File: src/rtl/seg_scan_receiver.sv
// Receiver for a multiplexed two-digit 7-segment scan: waits for COM to settle in each phase,
// samples SEG once per visit and commits a hex digit after a run of matching samples.
module seg_scan_receiver #(
  parameter int unsigned SETTLE_CYC  = 8,
  parameter int unsigned MATCH_N     = 3,
  parameter int unsigned TIMEOUT_CYC = 200000,
  parameter bit          SEG_ACT_LOW = 1'b1,
  parameter bit          COM_ACT_LOW = 1'b1
) (
  input  logic       sysClk,
  input  logic       sysRst,
  input  logic [7:0] SEG,
  input  logic [1:0] COM,
  output logic [3:0] digit0,
  output logic [3:0] digit1,
  output logic [1:0] dp,
  output logic [1:0] valid,
  output logic       update,
  output logic       err,
  output logic [7:0] errCnt
);

  localparam logic [7:0]  SETTLE_LIM = 8'(SETTLE_CYC);
  localparam logic [3:0]  MATCH_LIM  = 4'(MATCH_N);
  localparam logic [23:0] TO_LIM     = 24'(TIMEOUT_CYC);
  localparam logic [23:0] TO_LAST    = 24'(TIMEOUT_CYC - 1);

  typedef enum logic [1:0] {
    ST_IDLE   = 2'd0,
    ST_SETTLE = 2'd1,
    ST_SAMPLE = 2'd2,
    ST_HOLD   = 2'd3
  } state_t;

  // Returns {decodable, nibble} for an active-high a..g pattern.
  function automatic logic [4:0] decode_seg(input logic [6:0] pat);
    logic [4:0] res;
    case (pat)
      7'h3F:   res = {1'b1, 4'h0};
      7'h06:   res = {1'b1, 4'h1};
      7'h5B:   res = {1'b1, 4'h2};
      7'h4F:   res = {1'b1, 4'h3};
      7'h66:   res = {1'b1, 4'h4};
      7'h6D:   res = {1'b1, 4'h5};
      7'h7D:   res = {1'b1, 4'h6};
      7'h07:   res = {1'b1, 4'h7};
      7'h7F:   res = {1'b1, 4'h8};
      7'h6F:   res = {1'b1, 4'h9};
      7'h77:   res = {1'b1, 4'hA};
      7'h7C:   res = {1'b1, 4'hB};
      7'h39:   res = {1'b1, 4'hC};
      7'h5E:   res = {1'b1, 4'hD};
      7'h79:   res = {1'b1, 4'hE};
      7'h71:   res = {1'b1, 4'hF};
      default: res = {1'b0, 4'h0};
    endcase
    return res;
  endfunction

  logic [7:0]  seg_meta_r, seg_sync_r;
  logic [1:0]  com_meta_r, com_sync_r;
  logic [7:0]  seg_n_s;
  logic [1:0]  com_n_s;
  logic        phase_ok_s, phase_id_s;

  state_t      state_r, state_nx_s;
  logic        phase_r, phase_nx_s;
  logic [7:0]  settle_cnt_r, settle_nx_s;

  logic [4:0]  cand_r   [2];
  logic [3:0]  match_r  [2];
  logic [4:0]  held_r   [2];
  logic        valid_r  [2];
  logic [23:0] to_cnt_r [2];

  logic        sample_s, dec_ok_s, same_s, commit_s, changed_s;
  logic [4:0]  dec_s, cand_val_s;
  logic [3:0]  match_inc_s, match_new_s;
  logic [1:0]  expire_s;

  logic        err_r, upd_r;
  logic [7:0]  err_cnt_r;

  // Two-flop synchronizer on the scan lines.
  always_ff @(posedge sysClk) begin
    if (sysRst) begin
      seg_meta_r <= 8'h00;
      seg_sync_r <= 8'h00;
      com_meta_r <= 2'b00;
      com_sync_r <= 2'b00;
    end else begin
      seg_meta_r <= SEG;
      seg_sync_r <= seg_meta_r;
      com_meta_r <= COM;
      com_sync_r <= com_meta_r;
    end
  end

  assign seg_n_s    = SEG_ACT_LOW ? ~seg_sync_r : seg_sync_r;
  assign com_n_s    = COM_ACT_LOW ? ~com_sync_r : com_sync_r;
  assign phase_ok_s = (com_n_s == 2'b01) || (com_n_s == 2'b10);
  assign phase_id_s = com_n_s[1];

  // Scan FSM state register.
  always_ff @(posedge sysClk) begin
    if (sysRst) begin
      state_r      <= ST_IDLE;
      phase_r      <= 1'b0;
      settle_cnt_r <= 8'd0;
    end else begin
      state_r      <= state_nx_s;
      phase_r      <= phase_nx_s;
      settle_cnt_r <= settle_nx_s;
    end
  end

  // Next state: a phase change always restarts the settle window; none-phase drops to idle.
  always_comb begin
    state_nx_s  = state_r;
    phase_nx_s  = phase_r;
    settle_nx_s = settle_cnt_r;
    case (state_r)
      ST_IDLE: begin
        if (phase_ok_s) begin
          state_nx_s  = ST_SETTLE;
          phase_nx_s  = phase_id_s;
          settle_nx_s = 8'd1;
        end else begin
          state_nx_s  = ST_IDLE;
        end
      end
      ST_SETTLE, ST_HOLD: begin
        if (!phase_ok_s) begin
          state_nx_s  = ST_IDLE;
        end else if (phase_id_s != phase_r) begin
          state_nx_s  = ST_SETTLE;
          phase_nx_s  = phase_id_s;
          settle_nx_s = 8'd1;
        end else if (state_r == ST_HOLD) begin
          state_nx_s  = ST_HOLD;
        end else if (settle_cnt_r >= SETTLE_LIM) begin
          state_nx_s  = ST_SAMPLE;
        end else begin
          settle_nx_s = settle_cnt_r + 8'd1;
        end
      end
      ST_SAMPLE: begin
        state_nx_s = ST_HOLD;
      end
      default: begin
        state_nx_s = ST_IDLE;
      end
    endcase
  end

  assign sample_s = (state_r == ST_SAMPLE);
  assign dec_s    = decode_seg(seg_n_s[6:0]);
  assign dec_ok_s = dec_s[4];

  // Match bookkeeping for the digit currently being sampled.
  always_comb begin
    cand_val_s = {dec_s[3:0], seg_n_s[7]};
    same_s     = (cand_val_s == cand_r[phase_r]);
    if (match_r[phase_r] >= MATCH_LIM) begin
      match_inc_s = MATCH_LIM;
    end else begin
      match_inc_s = match_r[phase_r] + 4'd1;
    end
    if (same_s) begin
      match_new_s = match_inc_s;
    end else begin
      match_new_s = 4'd1;
    end
    commit_s  = sample_s && dec_ok_s && (match_new_s == MATCH_LIM);
    changed_s = !valid_r[phase_r] || (held_r[phase_r] != cand_val_s);
    expire_s  = {(to_cnt_r[1] >= TO_LAST), (to_cnt_r[0] >= TO_LAST)};
  end

  // Per-digit candidate, commit and timeout; a sample of a digit overrides its timeout.
  always_ff @(posedge sysClk) begin
    if (sysRst) begin
      for (int p = 0; p < 2; p++) begin
        cand_r[p]   <= 5'd0;
        match_r[p]  <= 4'd0;
        held_r[p]   <= 5'd0;
        valid_r[p]  <= 1'b0;
        to_cnt_r[p] <= 24'd0;
      end
    end else begin
      for (int p = 0; p < 2; p++) begin
        if (sample_s && (phase_r == p[0])) begin
          to_cnt_r[p] <= 24'd0;
          if (dec_ok_s) begin
            cand_r[p]  <= cand_val_s;
            match_r[p] <= match_new_s;
            if (commit_s) begin
              held_r[p]  <= cand_val_s;
              valid_r[p] <= 1'b1;
            end
          end else begin
            match_r[p] <= 4'd0;
          end
        end else if (expire_s[p]) begin
          to_cnt_r[p] <= TO_LIM;
          valid_r[p]  <= 1'b0;
          match_r[p]  <= 4'd0;
        end else begin
          to_cnt_r[p] <= to_cnt_r[p] + 24'd1;
        end
      end
    end
  end

  // Event pulses and saturating error count.
  always_ff @(posedge sysClk) begin
    if (sysRst) begin
      err_r     <= 1'b0;
      upd_r     <= 1'b0;
      err_cnt_r <= 8'd0;
    end else begin
      err_r <= sample_s && !dec_ok_s;
      upd_r <= commit_s && changed_s;
      if (sample_s && !dec_ok_s && (err_cnt_r != 8'hFF)) begin
        err_cnt_r <= err_cnt_r + 8'd1;
      end else begin
        err_cnt_r <= err_cnt_r;
      end
    end
  end

  assign digit0 = held_r[0][4:1];
  assign digit1 = held_r[1][4:1];
  assign dp     = {held_r[1][0], held_r[0][0]};
  assign valid  = {valid_r[1], valid_r[0]};
  assign update = upd_r;
  assign err    = err_r;
  assign errCnt = err_cnt_r;

endmodule

File: config.mk
export PLATFORM = sky130hd
export DESIGN_NAME = seg_scan_receiver
export DESIGN_NICKNAME = d
export VERILOG_FILES = /design/src/rtl/seg_scan_receiver.sv
export SDC_FILE = /design/constraint.sdc
export NUM_CORES = 1
export LEC_CHECK = 0
export ABC_CLOCK_PERIOD_IN_PS = 3400
export CAP_MARGIN = 10
export CORE_MARGIN = 2
export CORE_UTILIZATION = 59
export DETAILED_ROUTE_END_ITERATION = 10
export PLACE_DENSITY = 0.83
export SYNTH_ARGS = -nofsm -noshare
export SYNTH_HDL_FRONTEND = slang
export SYNTH_SLANG_ARGS = --single-unit
File: constraint.sdc
create_clock -name sysClk -period 3.4 [get_ports sysClk]
set_input_delay 0.34 -clock sysClk [delete_from_list [all_inputs] [get_ports sysClk]]
set_output_delay 0.34 -clock sysClk [all_outputs]
set_load 0.02 [all_outputs]
Word-level counts from Yosys, hierarchy flattened
Memory sizes are Yosys's and may differ from the RTL's. A register that Yosys moved wholly into a read port is not among the register bits.
Index checks and enable logic that the tools add are counted.
{"block": "classes", "n_addsub": 5, "muxes": 93, "n_reduce_logical": 16, "n_bitwise": 23, "n_lt_le_gt_ge": 4, "n_eq_ne": 32}
{"op": "$mux W24", "n": 6}
{"op": "$eq A7 B7 Y1 const B", "n": 12}
{"op": "$pmux W5 S16", "n": 1}
{"op": "$mux W1", "n": 62}
{"op": "$add A24 B1 Y24 const B", "n": 2}
{"op": "$ge A24 B18 Y1 const B", "n": 2}
{"op": "$mux W8", "n": 5}
{"op": "$mux W4", "n": 8}
{"op": "$mux W5", "n": 4}
{"op": "$or A1 B1 Y1", "n": 20}
{"op": "$add A8 B1 Y8 const B", "n": 2}
{"op": "$pmux W8 S2", "n": 1}
{"op": "$eq A7 B3 Y1 const B", "n": 2}
{"op": "$eq A7 B6 Y1 const B", "n": 2}
{"op": "$ge A8 B4 Y1 const B", "n": 1}
{"op": "$mux W2", "n": 4}
{"op": "$ne A8 B8 Y1 const B", "n": 1}
{"op": "$not A8 Y8", "n": 1}
{"op": "$logic_and A1 B1 Y1", "n": 7}
{"op": "$eq A2 B2 Y1 const B", "n": 3}
{"op": "$ne A2 B2 Y1 const B", "n": 3}
{"op": "$ne A3 B3 Y1 const B", "n": 2}
{"op": "$pmux W2 S3", "n": 1}
{"op": "$eq A5 B5 Y1", "n": 1}
{"op": "other kinds (17)", "n": 20}
{"block": "word_totals", "wordCells": 188, "memories": 5, "regBits": 41, "mem_bits_rw": 78, "inputBits": 12}
{"name": "to_cnt_r", "words": 2, "width": 24, "rd": 2, "rd_ports_with_merged_regs": 0, "wr": 2, "line": "74", "source": "logic [23:0] to_cnt_r [2];"}
{"name": "cand_r", "words": 2, "width": 5, "rd": 1, "rd_ports_with_merged_regs": 1, "wr": 2, "line": "70", "source": "logic [4:0] cand_r [2];"}
{"name": "held_r", "words": 2, "width": 5, "rd": 3, "rd_ports_with_merged_regs": 1, "wr": 2, "line": "72", "source": "logic [4:0] held_r [2];"}
{"name": "match_r", "words": 2, "width": 4, "rd": 1, "rd_ports_with_merged_regs": 1, "wr": 2, "line": "71", "source": "logic [3:0] match_r [2];"}
{"name": "valid_r", "words": 2, "width": 1, "rd": 3, "rd_ports_with_merged_regs": 1, "wr": 2, "line": "73", "source": "logic valid_r [2];"}

Depth between registers and ports, before layout
{"block": "depth", "depth_word": 14, "ltp_mapped": 10}

Least setup slack after synthesis
Ideal clock, no wire load.
{"block": "synth_timing", "path_type": "reg2reg", "start": "register with a tool-made name", "end": "memory held_r[0][0], enable pin", "t_arrival_ns": 2.187, "slack_ns": 0.867, "path_buffers": 2, "t_required_ns": 3.054, "setup_ns": 0.346, "path_stages_with_launch": 9, "path_cell_list": "dfxtp_1 -> clkbuf_1 -> buf_2 -> mux2_2 -> ha_1 -> a21oi_1 -> nor4_4 -> nand2_2 -> o21ai_1"}
{"item": "end, declared", "line": "72"}

==> flow_summary.json <==
{
  "finalHoldViolations": 0,
  "cts_buffer_depth": 2,
  "fmax_ghz": 0.358,
  "met2_usage_pct": 38.7,
  "first_pass_iters": 5,
  "syn2layout_area_growth_pct": 21.7,
  "ys_types": 65,
  "fin_crit_sh_pct": 82.2,
  "cts.reportedPaths.clkPinSlew_ps": 60,
  "htree_levels": 4,
  "slew_headroom_pct": 62.4,
  "clk_latency_ps": 510,
  "grt_pass1_wl_um": 17700,
  "dieArea_mm2": 0.0104,
  "syn_area_mm2": 0.00567,
  "total_power_w": 0.00364,
  "synth-edff-count": 73,
  "cp-end-kind": "flop",
  "ys.flop_type": "edfxtp_1",
  "routedWlPerCell_um": 14.1,
  "cts_resized": 0,
  "cp.required_ps": 3560,
  "die-height_um": 102,
  "slew_violations": 0,
  "placed_area_mm2": 0.00629,
  "status": "finished clean",
  "final_cell_mix": "edfxtp_1, nor2_1, conb_1, dfxtp_1, xor2_1",
  "maxCapViolCount": 0,
  "ys_seq_area_share_pct": 55.3,
  "nFillCells": 625,
  "ys_ff_latch": 120,
  "crit_arrival_ps": 2950,
  "grt_overflow_total": 0,
  "avgSynthCellArea_um2": 10.9,
  "ys_warn_count": 0,
  "drt-initial-drc-count": 231,
  "layout-drive-gt1-share_pct": 9.27,
  "antenna_found_initial": 0,
  "cp_max_fo": 16,
  "hold_buffers": 0,
  "async_flop_share_pct": 0,
  "met3_usage_pct": 6.63,
  "route.detailed.drc": 0,
  "hpwlAfterDp_um": 7080,
  "postLayoutCellArea_mm2": 0.00690,
  "finClkSkew_ps": 4.74,
  "cts_setup_buffers": 0,
  "num_rows": 35,
  "setup_viol": 0,
  "vias_per_cell": 5.30,
  "ant_nets": 0,
  "clock-sinks": 120,
  "gr-usage-all-layers_pct": 22.1,
  "top_usage_layer": "met2",
  "max_slew.worst_pin.slew_ps": 560,
  "p_leak_nw": 2.60,
  "dieWidth_um": 102,
  "cts.root.buffer_cell": "clkbuf_8",
  "power_density_mw_per_mm2": 528,
  "setup_tns_ps": 0,
  "peakVddDrop_v": 0.000420,
  "route.vias.total": 4002,
  "period_minus_slack_ps": 2800,
  "final_common_cell": "edfxtp_1",
  "wl_um": 10600,
  "numCtsBuffers": 17,
  "routabilityCongestion": 0.864,
  "final_nets": 631,
  "path_class": "flop to flop",
  "core_area_mm2": 0.00928,
  "netlist_instances": 518,
  "grt_max_degree": 38,
  "grtUsageMet1_pct": 25.8,
  "cts_tree": "yes",
  "hp-class": "primary input to flop",
  "start_util_pct": 61.0,
  "io_pins": 34,
  "grt_pass1_vias": 3902,
  "port_buffers": 33,
  "startpoint_type": "flop",
  "grt_setup_unrepaired": "no",
  "n_antenna_cell": 0
}
-- cell type report --
type,instances,area (µm²),area share (%)
inverter,9,33.8,0.490
timing repair buffer,37,360,5.22
multi-input combinational,428,2600,37.7
sequential,120,3130,45.4
clock inverter,12,135,1.96
tap,129,161,2.34
clock buffer,20,472,6.84
-- cell usage after synthesis (all sizes together) (3+ instances only) --
| cell type | instances | area share (%) |
|---|---|---|
| nor2b | 32 | 3.6 |
| mux2i | 11 | 1.9 |
| o21a | 4 | 0.53 |
| nor3b | 6 | 1.1 |
| nand2b | 3 | 0.33 |
| nand3 | 24 | 2.3 |
| dfxtp | 47 | 17 |
| inv | 8 | 0.53 |
| or2 | 3 | 0.33 |
| mux2 | 3 | 0.60 |
| a21oi | 24 | 2.2 |
| edfxtp | 73 | 39 |
| and2 | 3 | 0.33 |
| nor3 | 7 | 0.62 |
| nand4 | 9 | 0.99 |
| buf | 9 | 1.3 |
| nor4b | 3 | 0.84 |
| nand2 | 33 | 2.2 |
| a31oi | 7 | 0.77 |
| and3 | 16 | 1.8 |
| ha | 6 | 1.3 |
| xor2 | 34 | 5.3 |
| o21ai | 17 | 1.5 |
| nor4 | 10 | 1.6 |
| xnor2 | 19 | 2.9 |
| clkbuf | 12 | 0.86 |
| nor2 | 67 | 4.5 |
-- routing by layer --
layer,vias up,share of wire (%)
li1,1975,-
met1,1910,44
met2,101,51
met3,16,4.4
met4,0,1.3
met5,-,0
-- registers in the layout (all words and copies together), names as in the netlist, 2 cells and up, named ones only --
name	count
errCnt	8
com_sync_r	2
seg_sync_r	8
match_r	8
to_cnt_r	48
com_meta_r	2
valid_r	2
cand_r	10
seg_meta_r	8
held_r	10
settle_cnt_r	8
-- per-stage QoR --
| step | hold WS [ps] | cells | util, % | setup WS [ps] |
|---|---|---|---|---|
| after floorplan | 414 | 578 | - | 867 |
| after global placement | 416 | 723 | 67.7 | 784 |
| after detailed placement | 423 | 723 | 67.7 | 655 |
| after CTS | 347 | 755 | 74.3 | 640 |
| after global routing | 363 | 755 | 74.3 | 400 |
| final | 375 | 755 | 74.3 | 604 |
-- report_power, final --
group / switching, W / internal, W
clock: 0.000650 / 0.00114
combinational: 0.000110 / 0.0000881
sequential: 0.0000486 / 0.00160
-- path summary, 6_finish.rpt --
kind	from	end	slack, ps	cells past startpoint
setup reg to reg	seg_sync_r[6]$_SDFF_PP0_	held_r[0][0]$_DFFE_PP_	600	7
hold / removal	SEG[0]	seg_meta_r[0]$_SDFF_PP0_	370	2
hold reg to reg	seg_meta_r[6]$_SDFF_PP0_	seg_sync_r[6]$_SDFF_PP0_	430	1
setup / recovery	seg_sync_r[6]$_SDFF_PP0_	held_r[0][0]$_DFFE_PP_	600	7
-- worst max-delay path: stages, from the launching register on --
cell and delay [ps]:
dfxtp_1 670, nor3_1 120, o31ai_1 280, nand4_1 240, xnor2_1 250, nor4_4 360
nand2_2 110, o21ai_1 400
-- cell families (layout without fill, tap and decap cells) --
| kind of cell | after synthesis | after routing | share of synthesized area [%] |
|---|---|---|---|
| DFF | 120 | 120 | 55.3 |
| and+or+nand+nor | 227 | 227 | 22.4 |
| AOI/OAI and AO/OA | 66 | 66 | 7.31 |
| adders and majority gates | 6 | 6 | 1.32 |
| muxes | 14 | 14 | 2.54 |
| xor gates and xnor gates | 53 | 53 | 8.19 |
| other | 2 | 62 | 0.133 |
| buffers and inverters | 30 | 78 | 2.78 |
No activity file was read; power rests on OpenSTA's default activity.
